<file path="config.mk">
export PLATFORM = sky130hd
export DESIGN_NAME = assoc_lru_buffer
export DESIGN_NICKNAME = d
export VERILOG_FILES = /design/src/rtl/assoc_lru_buffer.sv
export SDC_FILE = /design/constraint.sdc
export NUM_CORES = 1
export LEC_CHECK = 0
export CAP_MARGIN = 5
export CORE_MARGIN = 2
export CORE_UTILIZATION = 60
export CTS_CLUSTER_SIZE = 24
export DETAILED_ROUTE_END_ITERATION = 10
export PLACE_DENSITY_LB_ADDON = 0.15
export SYNTH_ARGS = -nofsm -noshare
export SYNTH_HDL_FRONTEND = slang
export SYNTH_SLANG_ARGS = --single-unit
</file>
<file path="constraint.sdc">
create_clock -name clk -period 6 [get_ports clk]
set_input_delay 0.9 -clock clk [delete_from_list [all_inputs] [get_ports clk]]
set_output_delay 0.9 -clock clk [all_outputs]
set_load 0.005 [all_outputs]
</file>
<file path="src/rtl/assoc_lru_buffer.sv">
// Fully associative key/data store with true-LRU replacement, eviction reporting
// and a timed walk that emits every valid entry in ascending index order.
module assoc_lru_buffer #(
   parameter int KEY_WIDTH      = 8,
   parameter int DATA_WIDTH     = 8,
   parameter int NUM_DATA_LOG2  = 3,
   parameter int DUMP_PERIOD    = 50_000_000,
   parameter int DUMP_CNT_WIDTH = 28
) (
   input  logic                     clk,
   input  logic                     async_reset,
   input  logic                     req_valid,
   output logic                     req_ready,
   input  logic [1:0]               req_op,
   input  logic [KEY_WIDTH-1:0]     req_key,
   input  logic [DATA_WIDTH-1:0]    req_data,
   output logic                     resp_valid,
   output logic                     resp_hit,
   output logic [DATA_WIDTH-1:0]    resp_data,
   output logic                     evict_valid,
   output logic [KEY_WIDTH-1:0]     evict_key,
   output logic [DATA_WIDTH-1:0]    evict_data,
   input  logic                     dump_start,
   output logic                     dump_busy,
   output logic                     dump_valid,
   output logic [KEY_WIDTH-1:0]     dump_key,
   output logic [DATA_WIDTH-1:0]    dump_data,
   output logic [NUM_DATA_LOG2:0]   occupancy
);
   localparam int N = 2 ** NUM_DATA_LOG2;
   typedef logic [NUM_DATA_LOG2-1:0] idx_t;
   typedef logic [NUM_DATA_LOG2:0]   occ_t;
   typedef enum logic [0:0] {ST_IDLE = 1'b0, ST_DUMP = 1'b1} state_t;

   localparam idx_t AGE_MRU = idx_t'(N - 1);
   localparam idx_t AGE_ONE = idx_t'(1);
   localparam occ_t OCC_ONE = occ_t'(1);
   localparam logic [DUMP_CNT_WIDTH-1:0] TMR_LAST = DUMP_CNT_WIDTH'(DUMP_PERIOD - 1);
   localparam logic [DUMP_CNT_WIDTH-1:0] TMR_ONE  = DUMP_CNT_WIDTH'(1);
   localparam logic [1:0] OP_LOOKUP = 2'b00;
   localparam logic [1:0] OP_WRITE  = 2'b01;
   localparam logic [1:0] OP_INVAL  = 2'b10;
   localparam logic [1:0] OP_NONE   = 2'b11;

   state_t                    state_r, state_nxt_s;
   logic [N-1:0]              valid_r, valid_nxt_s;
   logic [KEY_WIDTH-1:0]      key_r [N];
   logic [KEY_WIDTH-1:0]      key_nxt_s [N];
   logic [DATA_WIDTH-1:0]     data_r [N];
   logic [DATA_WIDTH-1:0]     data_nxt_s [N];
   idx_t                      age_r [N];
   idx_t                      age_nxt_s [N];
   occ_t                      occ_r, occ_nxt_s;
   logic [DUMP_CNT_WIDTH-1:0] tmr_r, tmr_nxt_s;
   idx_t                      dump_idx_r, dump_emit_idx_s;
   logic                      dump_emit_s;

   logic                      accept_s;
   logic [1:0]                op_s;
   logic                      hit_s, free_s, next_s;
   idx_t                      hit_idx_s, free_idx_s, lru_idx_s, first_idx_s, next_idx_s;
   idx_t                      victim_s, tgt_s, tgt_age_s;
   logic                      promote_s, demote_s;
   logic                      resp_hit_nxt_s, evict_valid_nxt_s;
   logic [DATA_WIDTH-1:0]     resp_data_nxt_s, evict_data_nxt_s;
   logic [KEY_WIDTH-1:0]      evict_key_nxt_s;

   logic                      resp_valid_r, resp_hit_r, evict_valid_r, dump_valid_r;
   logic [DATA_WIDTH-1:0]     resp_data_r, evict_data_r, dump_data_r;
   logic [KEY_WIDTH-1:0]      evict_key_r, dump_key_r;

   assign accept_s = req_valid && (state_r == ST_IDLE);
   assign op_s     = accept_s ? req_op : OP_NONE;
   assign victim_s = free_s ? free_idx_s : lru_idx_s;

   // Priority searches; descending scan leaves the lowest matching index last.
   always_comb begin
      hit_s = 1'b0;  hit_idx_s = '0;  free_s = 1'b0;  free_idx_s = '0;
      lru_idx_s = '0;  first_idx_s = '0;  next_s = 1'b0;  next_idx_s = '0;
      for (int i = N - 1; i >= 0; i--) begin
         hit_s       = hit_s | (valid_r[i] && (key_r[i] == req_key));
         hit_idx_s   = (valid_r[i] && (key_r[i] == req_key)) ? idx_t'(i) : hit_idx_s;
         free_s      = free_s | !valid_r[i];
         free_idx_s  = !valid_r[i] ? idx_t'(i) : free_idx_s;
         lru_idx_s   = (age_r[i] == '0) ? idx_t'(i) : lru_idx_s;
         first_idx_s = valid_r[i] ? idx_t'(i) : first_idx_s;
         next_s      = next_s | (valid_r[i] && (idx_t'(i) > dump_idx_r));
         next_idx_s  = (valid_r[i] && (idx_t'(i) > dump_idx_r)) ? idx_t'(i) : next_idx_s;
      end
   end

   // Request execution: next contents, ages, occupancy and response values.
   always_comb begin
      valid_nxt_s = valid_r;  key_nxt_s = key_r;  data_nxt_s = data_r;
      occ_nxt_s = occ_r;  promote_s = 1'b0;  demote_s = 1'b0;  tgt_s = hit_idx_s;
      resp_hit_nxt_s = 1'b0;  resp_data_nxt_s = '0;  evict_valid_nxt_s = 1'b0;
      evict_key_nxt_s = evict_key_r;  evict_data_nxt_s = evict_data_r;
      case (op_s)
         OP_LOOKUP: begin
            if (hit_s) begin
               resp_hit_nxt_s  = 1'b1;
               resp_data_nxt_s = data_r[hit_idx_s];
               promote_s       = 1'b1;
            end else begin
               resp_hit_nxt_s  = 1'b0;
            end
         end
         OP_WRITE: begin
            if (hit_s) begin
               data_nxt_s[hit_idx_s] = req_data;
               resp_hit_nxt_s        = 1'b1;
               promote_s             = 1'b1;
            end else begin
               tgt_s                 = victim_s;
               promote_s             = 1'b1;
               valid_nxt_s[victim_s] = 1'b1;
               key_nxt_s[victim_s]   = req_key;
               data_nxt_s[victim_s]  = req_data;
               if (valid_r[victim_s]) begin
                  evict_valid_nxt_s = 1'b1;
                  evict_key_nxt_s   = key_r[victim_s];
                  evict_data_nxt_s  = data_r[victim_s];
               end else begin
                  occ_nxt_s = occ_r + OCC_ONE;
               end
            end
         end
         OP_INVAL: begin
            if (hit_s) begin
               valid_nxt_s[hit_idx_s] = 1'b0;
               resp_hit_nxt_s         = 1'b1;
               demote_s               = 1'b1;
               occ_nxt_s              = occ_r - OCC_ONE;
            end else begin
               resp_hit_nxt_s = 1'b0;
            end
         end
         default: resp_hit_nxt_s = 1'b0;
      endcase
      tgt_age_s = age_r[tgt_s];
      for (int i = 0; i < N; i++) begin
         if (promote_s) begin
            if (idx_t'(i) == tgt_s)        age_nxt_s[i] = AGE_MRU;
            else if (age_r[i] > tgt_age_s) age_nxt_s[i] = age_r[i] - AGE_ONE;
            else                           age_nxt_s[i] = age_r[i];
         end else if (demote_s) begin
            if (idx_t'(i) == tgt_s)        age_nxt_s[i] = '0;
            else if (age_r[i] < tgt_age_s) age_nxt_s[i] = age_r[i] + AGE_ONE;
            else                           age_nxt_s[i] = age_r[i];
         end else begin
            age_nxt_s[i] = age_r[i];
         end
      end
   end

   // Dump FSM next state: first emission on entry, then one per elapsed period.
   always_comb begin
      state_nxt_s = state_r;  tmr_nxt_s = tmr_r;
      dump_emit_s = 1'b0;  dump_emit_idx_s = dump_idx_r;
      case (state_r)
         ST_IDLE: begin
            if (dump_start && !accept_s && (occ_r != '0)) begin
               state_nxt_s = ST_DUMP;  dump_emit_s = 1'b1;
               dump_emit_idx_s = first_idx_s;  tmr_nxt_s = '0;
            end else begin
               state_nxt_s = ST_IDLE;
            end
         end
         ST_DUMP: begin
            if (tmr_r == TMR_LAST) begin
               tmr_nxt_s = '0;
               if (next_s) begin
                  dump_emit_s = 1'b1;  dump_emit_idx_s = next_idx_s;
               end else begin
                  state_nxt_s = ST_IDLE;
               end
            end else begin
               tmr_nxt_s = tmr_r + TMR_ONE;
            end
         end
         default: state_nxt_s = ST_IDLE;
      endcase
   end

   // FSM state and dump timer.
   always_ff @(posedge clk or negedge async_reset) begin
      if (!async_reset) begin
         state_r <= ST_IDLE;
         tmr_r   <= '0;
      end else begin
         state_r <= state_nxt_s;
         tmr_r   <= tmr_nxt_s;
      end
   end

   // Entry storage, LRU ages and valid count.
   always_ff @(posedge clk or negedge async_reset) begin
      if (!async_reset) begin
         valid_r <= '0;
         occ_r   <= '0;
         for (int i = 0; i < N; i++) begin
            key_r[i]  <= '0;
            data_r[i] <= '0;
            age_r[i]  <= idx_t'(i);
         end
      end else begin
         valid_r <= valid_nxt_s;
         occ_r   <= occ_nxt_s;
         key_r   <= key_nxt_s;
         data_r  <= data_nxt_s;
         age_r   <= age_nxt_s;
      end
   end

   // Registered response, eviction and dump outputs.
   always_ff @(posedge clk or negedge async_reset) begin
      if (!async_reset) begin
         resp_valid_r <= 1'b0;  resp_hit_r <= 1'b0;  resp_data_r <= '0;
         evict_valid_r <= 1'b0;  evict_key_r <= '0;  evict_data_r <= '0;
         dump_valid_r <= 1'b0;  dump_key_r <= '0;  dump_data_r <= '0;  dump_idx_r <= '0;
      end else begin
         resp_valid_r  <= accept_s;
         resp_hit_r    <= resp_hit_nxt_s;
         resp_data_r   <= resp_data_nxt_s;
         evict_valid_r <= evict_valid_nxt_s;
         evict_key_r   <= evict_key_nxt_s;
         evict_data_r  <= evict_data_nxt_s;
         dump_valid_r  <= dump_emit_s;
         if (dump_emit_s) begin
            dump_key_r  <= key_r[dump_emit_idx_s];
            dump_data_r <= data_r[dump_emit_idx_s];
            dump_idx_r  <= dump_emit_idx_s;
         end
      end
   end

   assign req_ready   = (state_r == ST_IDLE);
   assign dump_busy   = (state_r == ST_DUMP);
   assign resp_valid  = resp_valid_r;
   assign resp_hit    = resp_hit_r;
   assign resp_data   = resp_data_r;
   assign evict_valid = evict_valid_r;
   assign evict_key   = evict_key_r;
   assign evict_data  = evict_data_r;
   assign dump_valid  = dump_valid_r;
   assign dump_key    = dump_key_r;
   assign dump_data   = dump_data_r;
   assign occupancy   = occ_r;
endmodule

</file>
# ---- After elaboration in Yosys (flattened, before gate mapping)
# Cells that the tools add are included.
# Widths: inputs -> output; s select.
dict set report totals {
  reg_bits 240
  out_inout_bits 50
  elab_cells 370
}
dict set report classes {
  addsub 19
  order_cmp 34
  eq_ne 30
  n_mux 153
  bitwise 30
  reduce_logical 66
}
# op count
set ops {}
lappend ops {{$mux 3} 96}
lappend ops {{$bwmux 64} 3}
lappend ops {{$mux 8} 16}
lappend ops {{$bmux 8 s3} 5}
lappend ops {{$eq 8x8->1} 8}
lappend ops {{$mux 64} 1}
lappend ops {{$mux 28} 2}
lappend ops {{$pmux 28 s2} 1}
lappend ops {{$demux 8 s3} 2}
lappend ops {{$reduce_and 3->1} 10}
lappend ops {{$add 28x1->28 const B} 1}
lappend ops {{$eq 28x26->1 const B} 1}
lappend ops {{$logic_not 3->1} 9}
lappend ops {{$add 3x1->3 const B} 8}
lappend ops {{$gt 3x3->1} 8}
lappend ops {{$lt 3x3->1} 8}
lappend ops {{$ne 3x1->1 const B} 8}
lappend ops {{$reduce_bool 3->1} 8}
lappend ops {{$sub 3x1->3 const B} 8}
lappend ops {{$logic_and 1x1->1} 23}
lappend ops {{$or 1x1->1} 21}
lappend ops {{$ge 4x4->1 const B} 4}
lappend ops {{$not 3->4} 4}
lappend ops {{$pmux 8 s2} 1}
lappend ops {{35 further kinds} 76}

# ---- Depth between registers and ports, before layout
dict set report depth {
  ltp_word 21
  mapped_depth 23
}

# ---- Worst setup path after synthesis
# Ideal clock, no wire load.
dict set report synth_timing {
  path_type {input -> register}
  startpoint {input req_key[0]}
  endpoint {register age_r[3] in the netlist's numbering}
  setup_time_ns 0.123
  arrival_ns 4.753
  required_time_ns 5.877
  setup_slack_ns 1.124
  cell_stages 21
  path_buffers 3
  path_cell_list {buf_4 -> xnor2_1 -> nand3_1 -> or3_1 -> and4bb_4 -> and3_1 -> buf_6 -> nand2_4 -> nand2_2 -> clkbuf_1 -> and2_1 -> a211oi_1 -> a21oi_1 -> mux2i_1 -> ha_1 -> inv_1 -> a221oi_2 -> nor3_1 -> a311oi_2 -> o31a_2 -> o221a_1}
}
dict set report synth_between {
  elab_chain_len 19
  word_cells_on_any_way 51
  classes_between {order compare (2); eq/ne (10); mux (20); bitwise (8); reduce/logical (11)}
}
# item line_no
set synth_rtl {}
lappend synth_rtl {{start: declaration} 15} ;# input logic [KEY_WIDTH-1:0] req_key,
lappend synth_rtl {{$eq 8x8->1} {81, 82}}
lappend synth_rtl {{$logic_and 1x1->1} {81, 82}}
lappend synth_rtl {{$mux 3 (8 in a row)} 82} ;# hit_idx_s = (valid_r[i] && (key_r[i] == req_key)) ? idx_t'(i) : hit_idx_s;
lappend synth_rtl {{$mux 3} 109} ;# if (hit_s) begin
lappend synth_rtl {{$mux 3} 98} ;# case (op_s)
lappend synth_rtl {{$not 3->4 (implied by the code)} 140} ;# tgt_age_s = age_r[tgt_s];
lappend synth_rtl {{$bmux 3 s3} 140}
lappend synth_rtl {{$mux 3 (implied by the code) (2 in a row)} 140}
lappend synth_rtl {{$gt 3x3->1 / $lt 3x3->1 (equally long branches)} {144, 148}}
lappend synth_rtl {{$ne 3x1->1 (no source line) / $reduce_bool 3->1 (equally long branches)} n/a}
lappend synth_rtl {{$reduce_and 3->1 (no source line)} n/a}
lappend synth_rtl {{end signal: indexed assignment} 204} ;# age_r[i] <= idx_t'(i);
lappend synth_rtl {{end signal: assignment} 211} ;# age_r <= age_nxt_s;
lappend synth_rtl {{end: declaration} 51} ;# idx_t age_r [N];
# Parallel ways exist; a longest one is shown, timed or not. The select of a mux whose other input is x is not followed.
# A chain may end at the register's enable or synchronous reset.

# ---- Worst setup path after layout
dict set report layout_timing {
  startpoint {input req_key[3]}
  endpoint {register age_r[10] in the netlist's numbering}
}
# The elaborated chain is that of the path after synthesis.

==> results.ini <==
[grt]
grt_pass1_vias = 13200
grt_pass1_wl_mm = 74.2
antenna_found_initial = 0
grt_start_max_net_pins = 141
grt.total_usage = 0.331
grt_overflow_total = 0

[sta]
fin_crit_sh = 0.876
setup_viol = 0
fmax_mhz = 190
finalSetupTns_ns = 0
slew_viol_final = 0
fin_skew_ns = 0.0119
finalHoldViolations = 0
tightest_slew_ns = 1.27
fin_crit_ns = 5.25
rsz0062_at_grt = false
slew_headroom = 0.134

[placement]
dp_cells = 2035
place_hpwl_mm = 31.6
io_buffers = 71
gp_congestion = 0.947

[logic_synthesis]
syn_nets = 1733
synth-simple-area-share = 0.148
synth_edf_count = 0
ys_seq_area_frac = 0.380
yosysWarnings = 0
synth_async_sr_flop_share = 1.00
ys_dominant_reg_cell = dfrtp_1
synth_compound_area_frac = 0.179
synth_fa_ha_area_frac = 0.0352
synth_top_family_by_area = compound AO/OA/AOI/OAI gates
synth.distinct_cells = 95
ys_ff_latch = 240
syn_area_per_cell_um2 = 9.50
synthesis.area_um2 = 15800
netlist_instances = 1667
synth_xor_area_frac = 0.0454
synth_mux_area_frac = 0.167

[hold_path]
hold_class = in -> async

[floorplanning]
start_util = 0.609
core_area_um2 = 26000
die-area_um2 = 27700
die_x_um = 166
die_h_um = 166
top_level_ports = 72
rows = 59

[detailed_routing]
drc = 0
vias_per_cell = 6.60
vias = 13700
wirelength_mm = 46.5
wire_per_inst_um = 22.3
dr.pass1.iters = 7
drt_iter0_markers = 1359
ant_nets = 0

[layout]
n_antenna_cell = 0
drive_gt1_frac = 0.165
final_util = 0.687
nets = 1795
regArea_um2 = 6020
multi_input_comb_area_um2 = 9150
area_growth_pct = 12.7
n_fill_cell = 2014
finalNonFillerCells = 2084

[setup_path]
crit_path_end_kind = flip-flop
cp_max_fo = 12
cp_data_required_time_ns = 6.42
cp.arrival_ns = 5.68
start_kind = input pin
crit_type = in -> reg

[clocking]
cts.htree.levels = 1
post_cts_buffers = 0
cts_buffers = 27
clk_latency_ns = 0.54
cts_resized = 0
cts-root-buf = clkbuf_16
cts_buffer_depth = 3
clock-sinks = 240
clk_pin_slew_ns = 0.06
holdBufCountCts = 0
cts_tree = built

[status]
outcome = complete, no violations

[power_and_ir_drop]
peakVddDrop_mv = 0.376
pwr_density_cell_nw_per_um2 = 200
p_leak_uw = 0.00746

[flow_run]
maxCapViolations = 0

==> power by group <==
| part | switching (uW) | internal, uW |
|---|---|---|
| clock | 688 | 1000 |
| sequential | 16.4 | 1630 |
| combinational | 137 | 90.6 |
==> worst max-delay path, cell delays in order <==
cell,delay [ns]
clkdlybuf4s50_1,0.91
xnor2_1,0.20
nand4_1,0.16
nor4_4,0.33
nor2_1,0.19
a21o_2,0.26
a21oi_1,0.57
mux2i_1,0.26
a21oi_1,0.08
mux2_2,0.37
ha_1,0.25
inv_1,0.08
nand2_1,0.05
a221o_1,0.32
nand2_1,0.09
o31ai_1,0.09
a21oi_2,0.22
mux2_1,0.34
==> cell usage after synthesis, types with 8 or more instances <==
| cell | number | area, um^2 |
|---|---|---|
| dfstp_2 | 12 | 315 |
| o31ai_1 | 12 | 90.1 |
| o221ai_1 | 10 | 87.6 |
| buf_6 | 18 | 203 |
| buf_2 | 14 | 70.1 |
| and2_1 | 9 | 56.3 |
| ha_1 | 43 | 538 |
| nand4_1 | 19 | 119 |
| a221oi_1 | 13 | 114 |
| inv_1 | 47 | 176 |
| nand2_1 | 203 | 762 |
| o211ai_1 | 9 | 67.6 |
| xnor2_1 | 77 | 674 |
| nand3_1 | 44 | 220 |
| and3_1 | 18 | 113 |
| o21ai_0 | 124 | 621 |
| a211oi_1 | 8 | 60.1 |
| clkbuf_1 | 59 | 221 |
| o22ai_1 | 25 | 156 |
| nand2b_1 | 15 | 93.8 |
| a22oi_1 | 35 | 263 |
| mux2_2 | 121 | 1360 |
| nor2_1 | 81 | 304 |
| dfrtp_1 | 228 | 5710 |
| a31oi_1 | 26 | 163 |
| mux2i_1 | 124 | 1240 |
| a21o_1 | 12 | 90.1 |
| nor3_1 | 33 | 165 |
| o31a_1 | 8 | 70.1 |
| a21oi_1 | 67 | 335 |
| a22o_1 | 10 | 87.6 |
==> area by class of cell <==
class	instances	area share
sequential	240	0.337
tap	335	0.0235
clock inverter	12	0.00806
inverter	49	0.0103
timing repair buffer	131	0.0660
clock buffer	37	0.0422
multi-input combinational	1280	0.513
==> through the flow <==
stage          instance area [um^2]  worst slack [ns]  hold WS [ns]  power [uW]
6_report                      17800             0.745         0.374        3570
5_1_grt                       17800             0.351         0.445        3680
4_1_cts                       17800             0.832         0.425        3590
3_5_place_dp                  16900             0.293         0.465        1900
3_3_place_gp                  16900             0.398         0.459        1900
2_1_floorplan                 15800              1.12         0.442        1810
==> cell families after synthesis <==
logic type                 Yosys count
DFF                                240
muxes                              248
adders and majority gates           44
buffers and inverters              147
AOI/OAI and AO/OA                  425
and+or+nand+nor                    481
xor gates and xnor gates            82
==> layer usage <==
| metal | GRT usage | part of all wire | vias to the layer above |
|---|---|---|---|
| met5 | 0 | 0 | - |
| met4 | 0.111 | 0.038 | 0 |
| met3 | 0.0466 | 0.081 | 121 |
| met2 | 0.519 | 0.45 | 634 |
| met1 | 0.476 | 0.43 | 6761 |
| li1 | - | - | 6232 |
==> state kept, by name (all words and copies together) (netlist names) <==
register     cells
data_r          64
key_r           64
tmr_r           28
age_r           24
dump_data        8
dump_key         8
evict_data       8
evict_key        8
resp_data        8
valid_r          8
occupancy        4
dump_idx_r       3
dump_busy        1
dump_valid       1
evict_valid      1
resp_hit         1
resp_valid       1
==> path summary, 6_finish.rpt <==
path                                    start       endpoint  slack (ns)  depth (start not counted)
worst max-delay path               req_key[3]      age_r[10]        0.75                         18
worst min-delay path              async_reset   evict_key[7]        0.37                          1
worst max register to register      age_r[18]      age_r[10]        1.16                         19
worst min register to register  evict_data[4]  evict_data[4]        0.47                          1
max in group asynchronous         async_reset     data_r[24]        4.39                          2
min in group clk                evict_data[4]  evict_data[4]        0.47                          1
==> cell usage in the layout, fill, tap and decap left out, types with 7 or more instances in the layout <==
master / count
mux2i_1: 123
xnor2_1: 77
nand2_1: 203
o211ai_1: 9
o21ai_0: 124
a21oi_1: 64
clkdlybuf4s50_1: 70
a22o_1: 10
and3_1: 18
mux2_2: 121
a211oi_1: 8
a31oi_1: 26
a22oi_1: 35
a221oi_1: 13
clkbuf_16: 27
and2_1: 9
nor2_1: 81
o221ai_1: 10
ha_1: 43
nand3_1: 44
dfrtp_1: 228
inv_1: 47
nor3_1: 33
nand2b_1: 15
a21o_1: 12
o22ai_1: 25
o31ai_1: 11
o31a_1: 7
dfstp_2: 12
buf_4: 59
nand4_1: 19
No activity file was read; power rests on OpenSTA's default activity.
